**src/rtl/clock_alarm_pkg.sv**
```systemverilog
// Shared widths and the time-of-day record for the clock_alarm block.
package clock_alarm_pkg;

   localparam int HR_W      = 2;
   localparam int MIN_W     = 2;
   localparam int SEC_W     = 2;
   localparam int ALM_MIN_W = 3;
   localparam int DIV_W     = 16;

   typedef struct packed {
      logic [HR_W-1:0]  hours;
      logic [MIN_W-1:0] minutes;
      logic [SEC_W-1:0] seconds;
   } clk_time_t;

endpackage

```
**src/rtl/mod_counter.sv**
```systemverilog
// Modulo-MOD counter stage: advances when en_i is high, carry_o flags the wrap.
// carry_o is combinational so a chain of stages ripples within one edge.
module mod_counter
   import clock_alarm_pkg::*;
#(
   parameter int MOD = 4,
   parameter int W   = SEC_W
) (
   input  logic         clk,
   input  logic         rst_n,
   input  logic         en_i,
   output logic [W-1:0] cnt_o,
   output logic         carry_o
);

   localparam logic [W-1:0] LAST = W'(MOD - 1);

   logic [W-1:0] cnt_q;
   logic [W-1:0] cnt_d;

   always_comb begin
      cnt_d = cnt_q;
      if (en_i) begin
         cnt_d = (cnt_q == LAST) ? '0 : cnt_q + W'(1);
      end
   end

   // Reset input is active-high despite its name.
   always_ff @(posedge clk) begin
      if (rst_n) cnt_q <= '0;
      else       cnt_q <= cnt_d;
   end

   assign cnt_o   = cnt_q;
   assign carry_o = en_i && (cnt_q == LAST);

endmodule

```
**src/rtl/clock_alarm.sv**
```systemverilog
// Time-of-day counter (prescaler + sec/min/hr chain) with a registered hh:mm alarm compare.
// Time updates on the tick edge; alarm lags the time registers by one cycle.
module clock_alarm
   import clock_alarm_pkg::*;
#(
   parameter int TICK_DIV = 1,
   parameter int SEC_MOD  = 4,
   parameter int MIN_MOD  = 4,
   parameter int HR_MOD   = 4
) (
   input  logic                 clk,
   input  logic                 rst_n,
   input  logic                 ena,
   input  logic [HR_W-1:0]      alarm_hours,
   input  logic [ALM_MIN_W-1:0] alarm_minutes,
   output logic [HR_W-1:0]      hours,
   output logic [MIN_W-1:0]     minutes,
   output logic [SEC_W-1:0]     seconds,
   output logic                 alarm
);

   localparam logic [DIV_W-1:0] DIV_LAST = DIV_W'(TICK_DIV - 1);

   logic [DIV_W-1:0] div_q;
   logic [DIV_W-1:0] div_d;
   logic             tick;
   logic             sec_carry;
   logic             min_carry;
   logic             hr_carry_unused;
   clk_time_t        now;
   logic             match;
   logic             alarm_q;
   logic             alarm_d;

   // Prescaler holds its phase while ena is low, so no tick is lost.
   always_comb begin
      div_d = div_q;
      tick  = 1'b0;
      if (ena) begin
         if (div_q == DIV_LAST) begin
            div_d = '0;
            tick  = 1'b1;
         end else begin
            div_d = div_q + DIV_W'(1);
         end
      end
   end

   always_ff @(posedge clk) begin
      if (rst_n) div_q <= '0;
      else       div_q <= div_d;
   end

   mod_counter #(.MOD(SEC_MOD), .W(SEC_W)) u_sec (
      .clk     (clk),
      .rst_n   (rst_n),
      .en_i    (tick),
      .cnt_o   (now.seconds),
      .carry_o (sec_carry)
   );

   mod_counter #(.MOD(MIN_MOD), .W(MIN_W)) u_min (
      .clk     (clk),
      .rst_n   (rst_n),
      .en_i    (sec_carry),
      .cnt_o   (now.minutes),
      .carry_o (min_carry)
   );

   mod_counter #(.MOD(HR_MOD), .W(HR_W)) u_hr (
      .clk     (clk),
      .rst_n   (rst_n),
      .en_i    (min_carry),
      .cnt_o   (now.hours),
      .carry_o (hr_carry_unused)
   );

   // Alarm minutes are one bit wider, so settings 4..7 can never match.
   always_comb begin
      match   = (alarm_hours == now.hours) && (alarm_minutes == {1'b0, now.minutes});
      alarm_d = match;
   end

   always_ff @(posedge clk) begin
      if (rst_n) alarm_q <= 1'b0;
      else       alarm_q <= alarm_d;
   end

   assign hours   = now.hours;
   assign minutes = now.minutes;
   assign seconds = now.seconds;
   assign alarm   = alarm_q;

endmodule

```
**config.mk**
```make
export PLATFORM = sky130hd
export DESIGN_NAME = clock_alarm
export DESIGN_NICKNAME = d
export VERILOG_FILES = /design/src/rtl/clock_alarm_pkg.sv /design/src/rtl/mod_counter.sv /design/src/rtl/clock_alarm.sv
export SDC_FILE = /design/constraint.sdc
export NUM_CORES = 1
export LEC_CHECK = 0
export ABC_AREA = 1
export CAP_MARGIN = 10
export CORE_MARGIN = 3
export CORE_UTILIZATION = 54
export CTS_CLUSTER_SIZE = 8
export DETAILED_ROUTE_END_ITERATION = 8
export PLACE_DENSITY = 0.85
export SLEW_MARGIN = 20
export SYNTH_ARGS = -nofsm -noshare
export SYNTH_HDL_FRONTEND = slang
export SYNTH_HIERARCHICAL = 1
export SYNTH_SLANG_ARGS = --single-unit
```
**constraint.sdc**
```tcl
create_clock -name clk -period 2.3 [get_ports clk]
set_input_delay 0.23 -clock clk [delete_from_list [all_inputs] [get_ports clk]]
set_output_delay 0.23 -clock clk [all_outputs]
set_load 0.03 [all_outputs]
```
# == After elaboration in Yosys (flattened, before gate mapping) ==
# Cells that the tools add are included.
# classes
add_sub_neg,4
eq_ne,5
n_mux,6
n_reduce_logical,4
# ops
op,count
$add 16x1->16 const B,1
$logic_not 16->1,1
$mux 16,1
$add 2x1->2 const B,3
$eq 2x2->1 const B,3
$mux 2,3
$eq 3x2->1,1
$logic_and 1x1->1,3
$eq 2x2->1,1
$mux 1,2
# word_totals
register_bits,23
inputBits,8
output_inout_bits,7

# == Longest topological paths before layout ==
# depth
depth_word,5
ltp_mapped,15
depth_no_buf,15

# == Modules after synthesis ==
# The synthesis kept the hierarchy.
# by_module_without_submodules
module,n_inst,cells_each,area_per_inst_um2,seq_area_each_um2
clock_alarm,1,140,984.7,340.3
mod_counter,3,16,107.6,40.0

# == Worst setup path before layout ==
# No wires, ideal clock.
# synth_path
kind,register to register
startpoint,reg div_q[0]
endpoint,"reg u_hr.cnt_q[1], in the netlist u_hr/cnt_o[1]"
t_arrival_ns,1.544
required_ns,2.184
setup_slack_ns,0.640
stages_incl_launch_ff,16
cell_sequence,dfxtp_1 > inv_1 > ha_1 > inv_1 > nor2_1 > nand2_1 > nor2_1 > nand2_2 > inv_1 > nand2_1 > inv_1 > nand2_1 > inv_1 > inv_1 > nor2_1 > nor2_1
# synth_via
elab_chain_len,5
# synth_lines
element,line_no,source
start: declaration,clock_alarm.sv:24,logic [DIV_W-1:0] div_q;
start signal: assignment,clock_alarm.sv:51,else div_q <= div_d;
$logic_not 16->1,clock_alarm.sv:40,if (div_q == DIV_LAST) begin
$mux 1,clock_alarm.sv:40,
$mux 1,clock_alarm.sv:39,if (ena) begin
via tick,clock_alarm.sv:26,logic tick;
$logic_and 1x1->1,mod_counter.sv:35,assign carry_o = en_i && (cnt_q == LAST);
via sec_carry,clock_alarm.sv:27,logic sec_carry;
$logic_and 1x1->1,mod_counter.sv:35,
via min_carry,clock_alarm.sv:28,logic min_carry;
end signal: assignment,mod_counter.sv:31,else cnt_q <= cnt_d;
end: declaration,mod_counter.sv:18,logic [W-1:0] cnt_q;
# The timed path passes the listed nets, and every way through them passes these cells.
# A chain may end at the register's enable or synchronous reset.

# == Worst setup path after layout ==
# Same ends and word-level chain as after synthesis.

==> key figures <==
Floorplan
  • Die Area: 3030 µm²
  • Die Y: 55.1 µm
  • Die span in x: 55.1 µm
  • Initial Utilization: 57.7%
  • Standard-cell rows: 17
  • Number of top-level pins: 15
  • Placeable Area: 2250 µm²

STA
  • Hold Fails Final Rpt: 0
  • Setup_tns: 0 ps
  • Fmax: 533 MHz
  • Worst Tran Pin Value: 411 ps
  • Tmin final: 1880 ps
  • Final Cycle Share: 81.6%
  • Max Transition Viols Final: 0
  • RSZ-0062 raised after global routing: no
  • Final setup violating endpoints: 0
  • Max_slew headroom: 72.5%
  • Clk_skew: 5.16 ps
  • Final setup margin: 422 ps

Placed design
  • RD Place Congestion: 0.796
  • Placed Instance Area: 1480 µm²
  • Hpwl dp: 2.02 mm
  • Pre-CTS setup slack: 246 ps
  • Number of port buffers: 14

Logic synthesis
  • Mapped Nets: 199
  • YS warnings: 6
  • Mapped Area: 1300 µm²
  • Mapped Cells: 186
  • Average size of a mapped cell: 6.99 µm²

Drt
  • DRC: 0
  • Router iterations before antenna repair: 4
  • Vias: 1,151
  • Initial DRC Count: 16
  • Vias per std cell: 4.96
  • Routed Antenna Nets: 0
  • Final Routed Wirelength: 2.55 mm
  • WL per Instance: 11.0 µm

Flow run
  • Max Cap Violations: 0

Clock tree
  • Reg clk slew, reported paths: 120 ps
  • Hold_buf cts: 0
  • H-tree depth: 1
  • Clock root cell: clkbuf_4
  • Clock Latency Late Sink: 320 ps
  • Post-CTS setup buffer count: 0
  • Clock sinks: 23
  • TritonCTS Buffers: 3
  • Clock Path Buffers: 2
  • CTS tree: yes
  • Gates resized, CTS repair: 0

Setup path
  • Setup crit start kind: flip-flop
  • WS Path Type: reg -> reg
  • WP data required: 2520 ps
  • Crit. End Element: flip-flop
  • Critical path arrival: 2100 ps
  • Critical path peak fanout: 5

Final layout
  • Final Cell Area: 1500 µm²
  • Nets: 218
  • ANT cells: 0
  • Layout area overhead: 15.5%
  • Final Core Density: 66.6%
  • Share of cells above drive strength 1: 13.7%

Global route
  • GR Layer Usage met3: 2.95%
  • Grt met1 use: 23.4%
  • Initial antenna violation count: 0
  • Vias in the first global route: 1,085
  • Busiest grt layer: met2
  • Total gr overflow: 0
  • First-pass GRT wire length: 4.28 mm
  • Routing usage on met2: 33.5%
  • Pin count of the biggest net entering global routing: 13
  • GRT Util Overall: 19.3%

Power and ir drop
  • Peak supply drop: 0.320 mV
  • Leakage power total: 0.638 nW
  • PD cells: 466 nW/µm²

Min path
  • Worst hold path type: reg -> reg

Status
  • Status: finished clean
[flip-flops by register name, indices dropped and copies added, names as in the netlist]
name	cells
alarm	1
u_sec/cnt_o	2
u_min/cnt_o	2
div_q	16
u_hr/cnt_o	2
[through the flow]
step | hold slack [ps] | cells | power, mW
after floorplan | 302 | 186 | 0.481
after global placement | 487 | 228 | 0.515
after detailed placement | 499 | 228 | 0.519
after CTS | 520 | 232 | 0.706
after global routing | 547 | 232 | 0.730
final | 513 | 232 | 0.699
[metal layers]
layer	share of wire, %	wire, µm
met3	3.6	91
met1	45	1150
met4	1.5	39
met5	0	0
met2	50	1270
[worst paths after layout]
path | cells past startpoint | slack [ps] | end | start
setup reg to reg | 15 | 420 | u_hr/cnt_o[1] | div_q[0]
setup / recovery | 15 | 420 | u_hr/cnt_o[1] | div_q[0]
hold / removal | 2 | 510 | u_sec/cnt_o[0] | u_sec/cnt_o[0]
hold reg to reg | 2 | 510 | u_sec/cnt_o[0] | u_sec/cnt_o[0]
[cell usage in the layout, fill, tap and decap left out, types with 2 or more instances in the layout]
master / count
nor2_1: 36
xnor2_1: 3
ha_1: 5
xor2_1: 4
nor2_4: 2
o21ai_0: 5
nand3_1: 3
clkdlybuf4s50_1: 14
o21ai_2: 2
nor2_2: 6
a21oi_1: 4
nand3_2: 3
nand2_1: 38
nand2_2: 3
inv_1: 31
nor3_1: 5
a21oi_2: 3
clkbuf_4: 3
dfxtp_1: 23
[area by class of cell]
| class | count | area, µm² |
|---|---|---|
| Fill cell | 206 | 753 |
| Multi-Input combinational cell | 130 | 712 |
| Sequential cell | 23 | 460 |
| Timing Repair Buffer | 14 | 140 |
| Inverter | 33 | 128 |
| Tap cell | 28 | 35.0 |
| Clock buffer | 4 | 26.3 |
[critical path: stages, from the launching register on]
cell and delay [ps]:
dfxtp_1 370, inv_1 90, ha_1 140, inv_1 30, nor2_1 70, nand2_1 50
nor2_1 280, nand2_2 100, inv_1 130, nand2_1 60, inv_1 110, nand2_1 60
inv_1 100, inv_1 50, nor2_1 80, nor2_1 50
[report_power, final]
group	internal (mW)	total, mW	leakage [nW]	switching [mW]
logic	0.0398	0.0958	0.437	0.0561
registers	0.406	0.414	0.186	0.00792
clock network	0.0679	0.189	0.0150	0.121
Power figures use the tool's default switching activity.
